[config.mk]
export PLATFORM = sky130hd
export DESIGN_NAME = led_pwm_sequencer_flat
export DESIGN_NICKNAME = d
export VERILOG_FILES = /design/src/rtl/led_pwm_sequencer_if.sv /design/src/rtl/led_pwm_sequencer.sv /design/src/flat_wrapper.sv
export SDC_FILE = /design/constraint.sdc
export NUM_CORES = 1
export LEC_CHECK = 0
export ABC_AREA = 1
export CAP_MARGIN = 20
export CORE_MARGIN = 5
export CORE_UTILIZATION = 55
export CTS_CLUSTER_SIZE = 25
export DETAILED_ROUTE_END_ITERATION = 16
export PLACE_DENSITY = 0.73
export RECOVER_POWER = 25
export SYNTH_ARGS = -nofsm -noshare
export SYNTH_HDL_FRONTEND = slang
export SYNTH_SLANG_ARGS = --single-unit
[constraint.sdc]
create_clock -name clk -period 2.8 [get_ports clk]
set_clock_uncertainty 0.2 [all_clocks]
set_input_delay 0.7 -clock clk [delete_from_list [all_inputs] [get_ports clk]]
set_output_delay 0.7 -clock clk [all_outputs]
set_load 0.03 [all_outputs]
[src/rtl/led_pwm_sequencer_if.sv]
// Control/status bundle between the user/button logic (master) and led_pwm_sequencer (slave).
interface led_pwm_sequencer_if;
    logic       start;
    logic       stop;
    logic       repeat_mode;
    logic       pwm_enable;
    logic       pwm_reset_counter;
    logic       pwm_count_enable;
    logic       pwm_count_direction;
    logic       busy;
    logic       cycle_done;
    logic [2:0] state;

    modport master (
        output start, stop, repeat_mode,
        input  pwm_enable, pwm_reset_counter, pwm_count_enable, pwm_count_direction,
               busy, cycle_done, state
    );

    modport slave (
        input  start, stop, repeat_mode,
        output pwm_enable, pwm_reset_counter, pwm_count_enable, pwm_count_direction,
               busy, cycle_done, state
    );
endinterface

[src/rtl/led_pwm_sequencer.sv]
// Breathing-cycle sequencer for one led_pwm: clear, ramp up, hold, ramp down, hold, repeat or stop.
// A shadow of the led_pwm duty counter keeps every step strictly inside 0..DUTY_CYCLE_MAXIMUM-1.
module led_pwm_sequencer #(
    parameter int unsigned DUTY_CYCLE_MAXIMUM = 200,
    parameter int unsigned TICK_DIVIDER       = 60000,
    parameter int unsigned HOLD_TICKS         = 50
) (
    input  logic               clk,
    input  logic               reset,
    led_pwm_sequencer_if.slave ctrl
);
    typedef enum logic [2:0] {
        IDLE      = 3'd0,
        CLEAR     = 3'd1,
        RAMP_UP   = 3'd2,
        HOLD_HIGH = 3'd3,
        RAMP_DOWN = 3'd4,
        HOLD_LOW  = 3'd5
    } state_t;

    localparam logic [7:0]  SHADOW_TOP = 8'(DUTY_CYCLE_MAXIMUM - 1);
    localparam logic [23:0] TICK_LAST  = 24'(TICK_DIVIDER - 1);
    localparam logic [16:0] HOLD_LAST  = 17'(HOLD_TICKS);
    localparam bit          HOLD_NONE  = (HOLD_TICKS == 0);

    state_t      state_q, state_d;
    logic [23:0] prescaler_q;
    logic [15:0] hold_q, hold_d;
    logic [7:0]  shadow_q, shadow_d;
    logic        strobe_q, strobe_d;
    logic        done_q, done_d;
    logic        direction_q;
    logic        counting, tick, hold_exit;
    logic [16:0] hold_inc;

    always_comb begin
        // NOTE: every signal written here gets a default first, so no path can leave one unassigned and infer a latch.
        state_d   = state_q;
        shadow_d  = shadow_q;
        hold_d    = hold_q;
        strobe_d  = 1'b0;
        done_d    = 1'b0;
        counting  = (state_q == RAMP_UP) || (state_q == HOLD_HIGH) ||
                    (state_q == RAMP_DOWN) || (state_q == HOLD_LOW);
        tick      = counting && (prescaler_q == TICK_LAST);
        hold_inc  = {1'b0, hold_q} + 17'd1;
        hold_exit = HOLD_NONE || (tick && (hold_inc == HOLD_LAST));

        case (state_q)
            IDLE: begin
                if (ctrl.start) state_d = CLEAR;
            end
            CLEAR: begin
                shadow_d = '0;
                state_d  = RAMP_UP;
            end
            RAMP_UP: begin
                // Never step from the top value, so led_pwm never wraps upward.
                if (shadow_q >= SHADOW_TOP) begin
                    state_d = HOLD_HIGH;
                end else if (tick) begin
                    shadow_d = shadow_q + 8'd1;
                    strobe_d = 1'b1;
                    if (shadow_q + 8'd1 == SHADOW_TOP) state_d = HOLD_HIGH;
                end
            end
            HOLD_HIGH: begin
                if (hold_exit)  state_d = RAMP_DOWN;
                else if (tick)  hold_d  = hold_inc[15:0];
            end
            RAMP_DOWN: begin
                if (shadow_q == 8'd0) begin
                    state_d = HOLD_LOW;
                end else if (tick) begin
                    shadow_d = shadow_q - 8'd1;
                    strobe_d = 1'b1;
                    if (shadow_q == 8'd1) state_d = HOLD_LOW;
                end
            end
            HOLD_LOW: begin
                if (hold_exit) begin
                    done_d  = 1'b1;
                    state_d = ctrl.repeat_mode ? RAMP_UP : IDLE;
                end else if (tick) begin
                    hold_d = hold_inc[15:0];
                end
            end
            default: state_d = IDLE;
        endcase

        // Abort wins over everything; a strobe already computed this cycle is dropped.
        if (ctrl.stop) begin
            state_d  = IDLE;
            shadow_d = shadow_q;
            hold_d   = hold_q;
            strobe_d = 1'b0;
            done_d   = 1'b0;
        end
    end

    always_ff @(posedge clk) begin
        // NOTE: non-blocking assignments so every register updates from the values present before the edge.
        if (reset) begin
            state_q     <= IDLE;
            prescaler_q <= '0;
            hold_q      <= '0;
            shadow_q    <= '0;
            strobe_q    <= 1'b0;
            done_q      <= 1'b0;
            direction_q <= 1'b1;
        end else begin
            state_q  <= state_d;
            shadow_q <= shadow_d;
            strobe_q <= strobe_d;
            done_q   <= done_d;
            hold_q   <= (state_d != state_q) ? '0 : hold_d;

            if ((state_d != state_q) || !counting || tick) prescaler_q <= '0;
            else                                          prescaler_q <= prescaler_q + 24'd1;

            // Set from the upcoming state so direction is settled before the first strobe of a ramp.
            if (state_d == RAMP_UP)        direction_q <= 1'b1;
            else if (state_d == RAMP_DOWN) direction_q <= 1'b0;
        end
    end

    assign ctrl.pwm_enable          = (state_q != IDLE);
    assign ctrl.busy                = (state_q != IDLE);
    assign ctrl.pwm_reset_counter   = (state_q == CLEAR);
    assign ctrl.pwm_count_enable    = strobe_q;
    assign ctrl.pwm_count_direction = direction_q;
    assign ctrl.cycle_done          = done_q;
    assign ctrl.state               = state_q;
endmodule

[src/flat_wrapper.sv]
// flat-port wrapper written by rule: the top's interface ports become plain ports
module led_pwm_sequencer_flat 
#(
    parameter int unsigned DUTY_CYCLE_MAXIMUM = 200,
    parameter int unsigned TICK_DIVIDER       = 60000,
    parameter int unsigned HOLD_TICKS         = 50
)
  (clk, reset, ctrl_start, ctrl_stop, ctrl_repeat_mode, ctrl_pwm_enable, ctrl_pwm_reset_counter, ctrl_pwm_count_enable, ctrl_pwm_count_direction, ctrl_busy, ctrl_cycle_done, ctrl_state);
  led_pwm_sequencer_if ctrl_i ();
  input  logic clk;
  input  logic reset;
  input wire logic [$bits(ctrl_i.start)-1:0] ctrl_start;
  input wire logic [$bits(ctrl_i.stop)-1:0] ctrl_stop;
  input wire logic [$bits(ctrl_i.repeat_mode)-1:0] ctrl_repeat_mode;
  output wire logic [$bits(ctrl_i.pwm_enable)-1:0] ctrl_pwm_enable;
  output wire logic [$bits(ctrl_i.pwm_reset_counter)-1:0] ctrl_pwm_reset_counter;
  output wire logic [$bits(ctrl_i.pwm_count_enable)-1:0] ctrl_pwm_count_enable;
  output wire logic [$bits(ctrl_i.pwm_count_direction)-1:0] ctrl_pwm_count_direction;
  output wire logic [$bits(ctrl_i.busy)-1:0] ctrl_busy;
  output wire logic [$bits(ctrl_i.cycle_done)-1:0] ctrl_cycle_done;
  output wire logic [$bits(ctrl_i.state)-1:0] ctrl_state;
  assign ctrl_i.start = ctrl_start;
  assign ctrl_i.stop = ctrl_stop;
  assign ctrl_i.repeat_mode = ctrl_repeat_mode;
  assign ctrl_pwm_enable = ctrl_i.pwm_enable;
  assign ctrl_pwm_reset_counter = ctrl_i.pwm_reset_counter;
  assign ctrl_pwm_count_enable = ctrl_i.pwm_count_enable;
  assign ctrl_pwm_count_direction = ctrl_i.pwm_count_direction;
  assign ctrl_busy = ctrl_i.busy;
  assign ctrl_cycle_done = ctrl_i.cycle_done;
  assign ctrl_state = ctrl_i.state;
  led_pwm_sequencer #(.DUTY_CYCLE_MAXIMUM(DUTY_CYCLE_MAXIMUM), .TICK_DIVIDER(TICK_DIVIDER), .HOLD_TICKS(HOLD_TICKS)) u_core (.clk(clk), .reset(reset), .ctrl(ctrl_i));
endmodule
==> impl_metrics.csv <==
group,metric,value,unit
clock_network,cts_max_level,2,
pwr,p_clk_frac,0.340,
die,num_rows,29,
detailed_routing,vias_per_cell,5.39,
die,io-pin-count,14,
timing,fmax,368,MHz
die,initial_core_util,0.570,
pwr,power.density,312,mW/mm2
run_status,outcome,"completed",
die,die-area,0.00834,mm2
clock_network,tritoncts,"built",
final_layout,final_cells,679,
yosys,synth_edf_count,0,
clock_network,cts_hold_buf,0,
die,placeableCoreArea,0.00639,mm2
final_layout,multi_input_area,0.00241,mm2
grt,grt_max_degree,19,
clock_network,numCtsBuffers,5,
timing,period_share,0.971,
grt,grt_first_pass_wirelength,14700,um
grt,grt_util_all_layers,0.205,
timing,rsz0062_at_grt,"true",
clock_network,max-clock-path-buffers,2,
yosys,synth_cell_types,35,
worst_setup_path,crit_fanout,6,
clock_network,clk_pin_slew,0.11,ns
final_layout,n_fill_cell,528,
yosys,yosysWarningCount,0,
grt,grt_pass1_vias,3381,
final_layout,regArea,0.00110,mm2
clock_network,cts_root_buf,"clkbuf_8",
worst_setup_path,cp.arrival,1.82,ns
yosys,syn_area_per_cell,6.60,um2
place,placed_cells,655,
pwr,vdd_ir_drop_max,0.000248,V
pwr,p_int,1.01,mW
final_layout,drive_gt1_frac,0.241,
detailed_routing,drtPass1Iterations,5,
yosys,synth_area,0.00364,mm2
worst_setup_path,path_class,"flop to output pin",
die,die-width,91.3,um
timing,maxSlewViolCount,0,
clock_network,clock_latency,0.32,ns
place,gp_congestion,0.921,
final_layout,area_growth,22.6,%
timing,fin_crit,2.72,ns
timing,tightest_slew,0.451,ns
grt,use_met2,0.358,
yosys,synth_nets,565,
worst_setup_path,cp.required,1.90,ns
grt,busiest_layer,"met2",
detailed_routing,vias,3659,
pwr,total_power,1.39,mW
timing,tns,0,ns
timing,slew_headroom,0.699,
yosys,synth_ff_type,"dfxtp_1",
detailed_routing,ant_nets,0,
place,port_buffers,13,
worst_setup_path,start_kind,"flop",
detailed_routing,drc_errors,0,
grt,overflow,0,
grt,grtUsageMet3,0.0347,
yosys,ys_seq_elements,54,
detailed_routing,initialDrtViolationCount,173,
pwr,seqPwrFrac,0.562,
yosys,synth_most_common_cell,"nand2_1",
clock_network,cts.sinks,54,
yosys,synth.top_cells.by_area,"dfxtp_1, nand2_1, nor2_1",
final_layout,nets,615,
yosys,yosys-top-cells-count,"nand2_1, nor2_1, inv_1",
yosys,synth_cells,551,
place,dp_hpwl,6500,um
worst_setup_path,worstSetupEndpointType,"output pin",
yosys,ys_seq_area_frac,0.297,
detailed_routing,wl,9050,um
pwr,p_sw,0.382,mW
min_path,hold_class,"flop to flop",
pwr,comb_power_share,0.098,
timing,hold_slack,0.292,ns
final_layout,diodes,0,
die,die_y,91.3,um
yosys,yosys.area.top_type,"dfxtp_1",
detailed_routing,wl_per_cell,13.3,um
grt,met1_usage,0.259,
timing,hold_viol,0,
yosys,async_flop_share,0,
yosys,synth_top_area_share,0.297,
pwr,swShare,0.275,
grt,antenna_found_initial,0,
job,drv_cap,0,
pwr,total_leakage_power,1.69,nW
timing,finalSetupViolCount,0,
[placed cells by master (no fill, tap or decap), types with 5 or more instances in the layout]
cell type / n
nor2_2: 29
dfxtp_1: 44
a21oi_1: 9
nand4_1: 12
dfxtp_2: 9
nand2_2: 9
xnor2_1: 8
ha_1: 6
xor2_1: 21
clkdlybuf4s50_1: 9
buf_4: 33
nand2_1: 128
nand3_1: 40
o21ai_0: 9
clkbuf_8: 5
a211oi_1: 8
nor2_1: 62
nor3_1: 14
nand2_4: 5
nand3_2: 5
nor2_4: 11
a21oi_2: 15
inv_1: 70
[cell families after synthesis]
family / after synthesis / synth area share
xor+xnor: 30 / 0.0722
compound gates: 50 / 0.0905
simple gates: 326 / 0.416
fa+ha+maj: 9 / 0.0310
buf+inv: 82 / 0.0929
flops: 54 / 0.297
[sequential cells by signal, summed over array words and instances (netlist names)]
name / cells
u_core.ctrl.pwm_count_direction: 1
u_core.prescaler_q: 24
u_core.shadow_q: 8
u_core.hold_q: 16
u_core.ctrl.cycle_done: 1
u_core.ctrl.state: 3
u_core.ctrl.pwm_count_enable: 1
[power by group through the flow]
stage / clock network, mW / registers, mW / logic (mW)
2_1_floorplan: 0 / 0.797 / 0.0855
3_3_place_gp: 0 / 0.799 / 0.116
3_5_place_dp: 0 / 0.799 / 0.117
4_1_cts: 0.483 / 0.782 / 0.118
5_1_grt: 0.517 / 0.783 / 0.149
6_report: 0.473 / 0.781 / 0.137
[worst max-delay path, stage by stage (launching register included)]
cell	delay [ns]
dfxtp_1	0.38
buf_4	0.15
inv_1	0.11
nand3_1	0.16
clkdlybuf4s50_1	0.69
[metrics by stage]
stage / cell area (um2) / utilization / setup slack [ns]
floorplan: 3640 / - / 0.166
global placement: 4000 / 0.627 / 0.121
detailed placement: 4000 / 0.627 / 0.0475
CTS: 4090 / 0.641 / 0.0161
global route: 4460 / 0.698 / -0.0717
finish: 4460 / 0.698 / 0.0809
[worst paths after layout]
kind | from | endpoint | slack (ns) | depth (start not counted)
worst max-delay path | u_core.ctrl.state[2] | ctrl_busy | 0.08 | 4
worst min-delay path | u_core.ctrl.pwm_count_direction | u_core.ctrl.pwm_count_direction | 0.29 | 2
worst max register to register | u_core.hold_q[1] | u_core.prescaler_q[1] | 0.11 | 18
worst min register to register | u_core.ctrl.pwm_count_direction | u_core.ctrl.pwm_count_direction | 0.29 | 2
[per-layer routing]
layer / vias to the layer above / routed length (um)
li1: 1860 / -
met1: 1689 / 3940
met2: 94 / 4540
met3: 16 / 426
met4: 0 / 144
met5: - / 0
[area by class of cell]
| cell class | instances | share of cell area |
|---|---|---|
| Timing Repair Buffer | 53 | 0.111 |
| Clock buffer | 5 | 0.0154 |
| Multi-Input combinational cell | 415 | 0.540 |
| Clock inverter | 3 | 0.00561 |
| Inverter | 72 | 0.0606 |
| Tap cell | 77 | 0.0216 |
| Sequential cell | 54 | 0.246 |
[what timing repair did]
item                       CTS  global route
setup endpoints to repair    1            45
pin swaps                    0            20
resized for setup            1            60
buffers inserted             0            15
cloned                       0             1
Note: power is estimated with default switching activity, not from simulation.
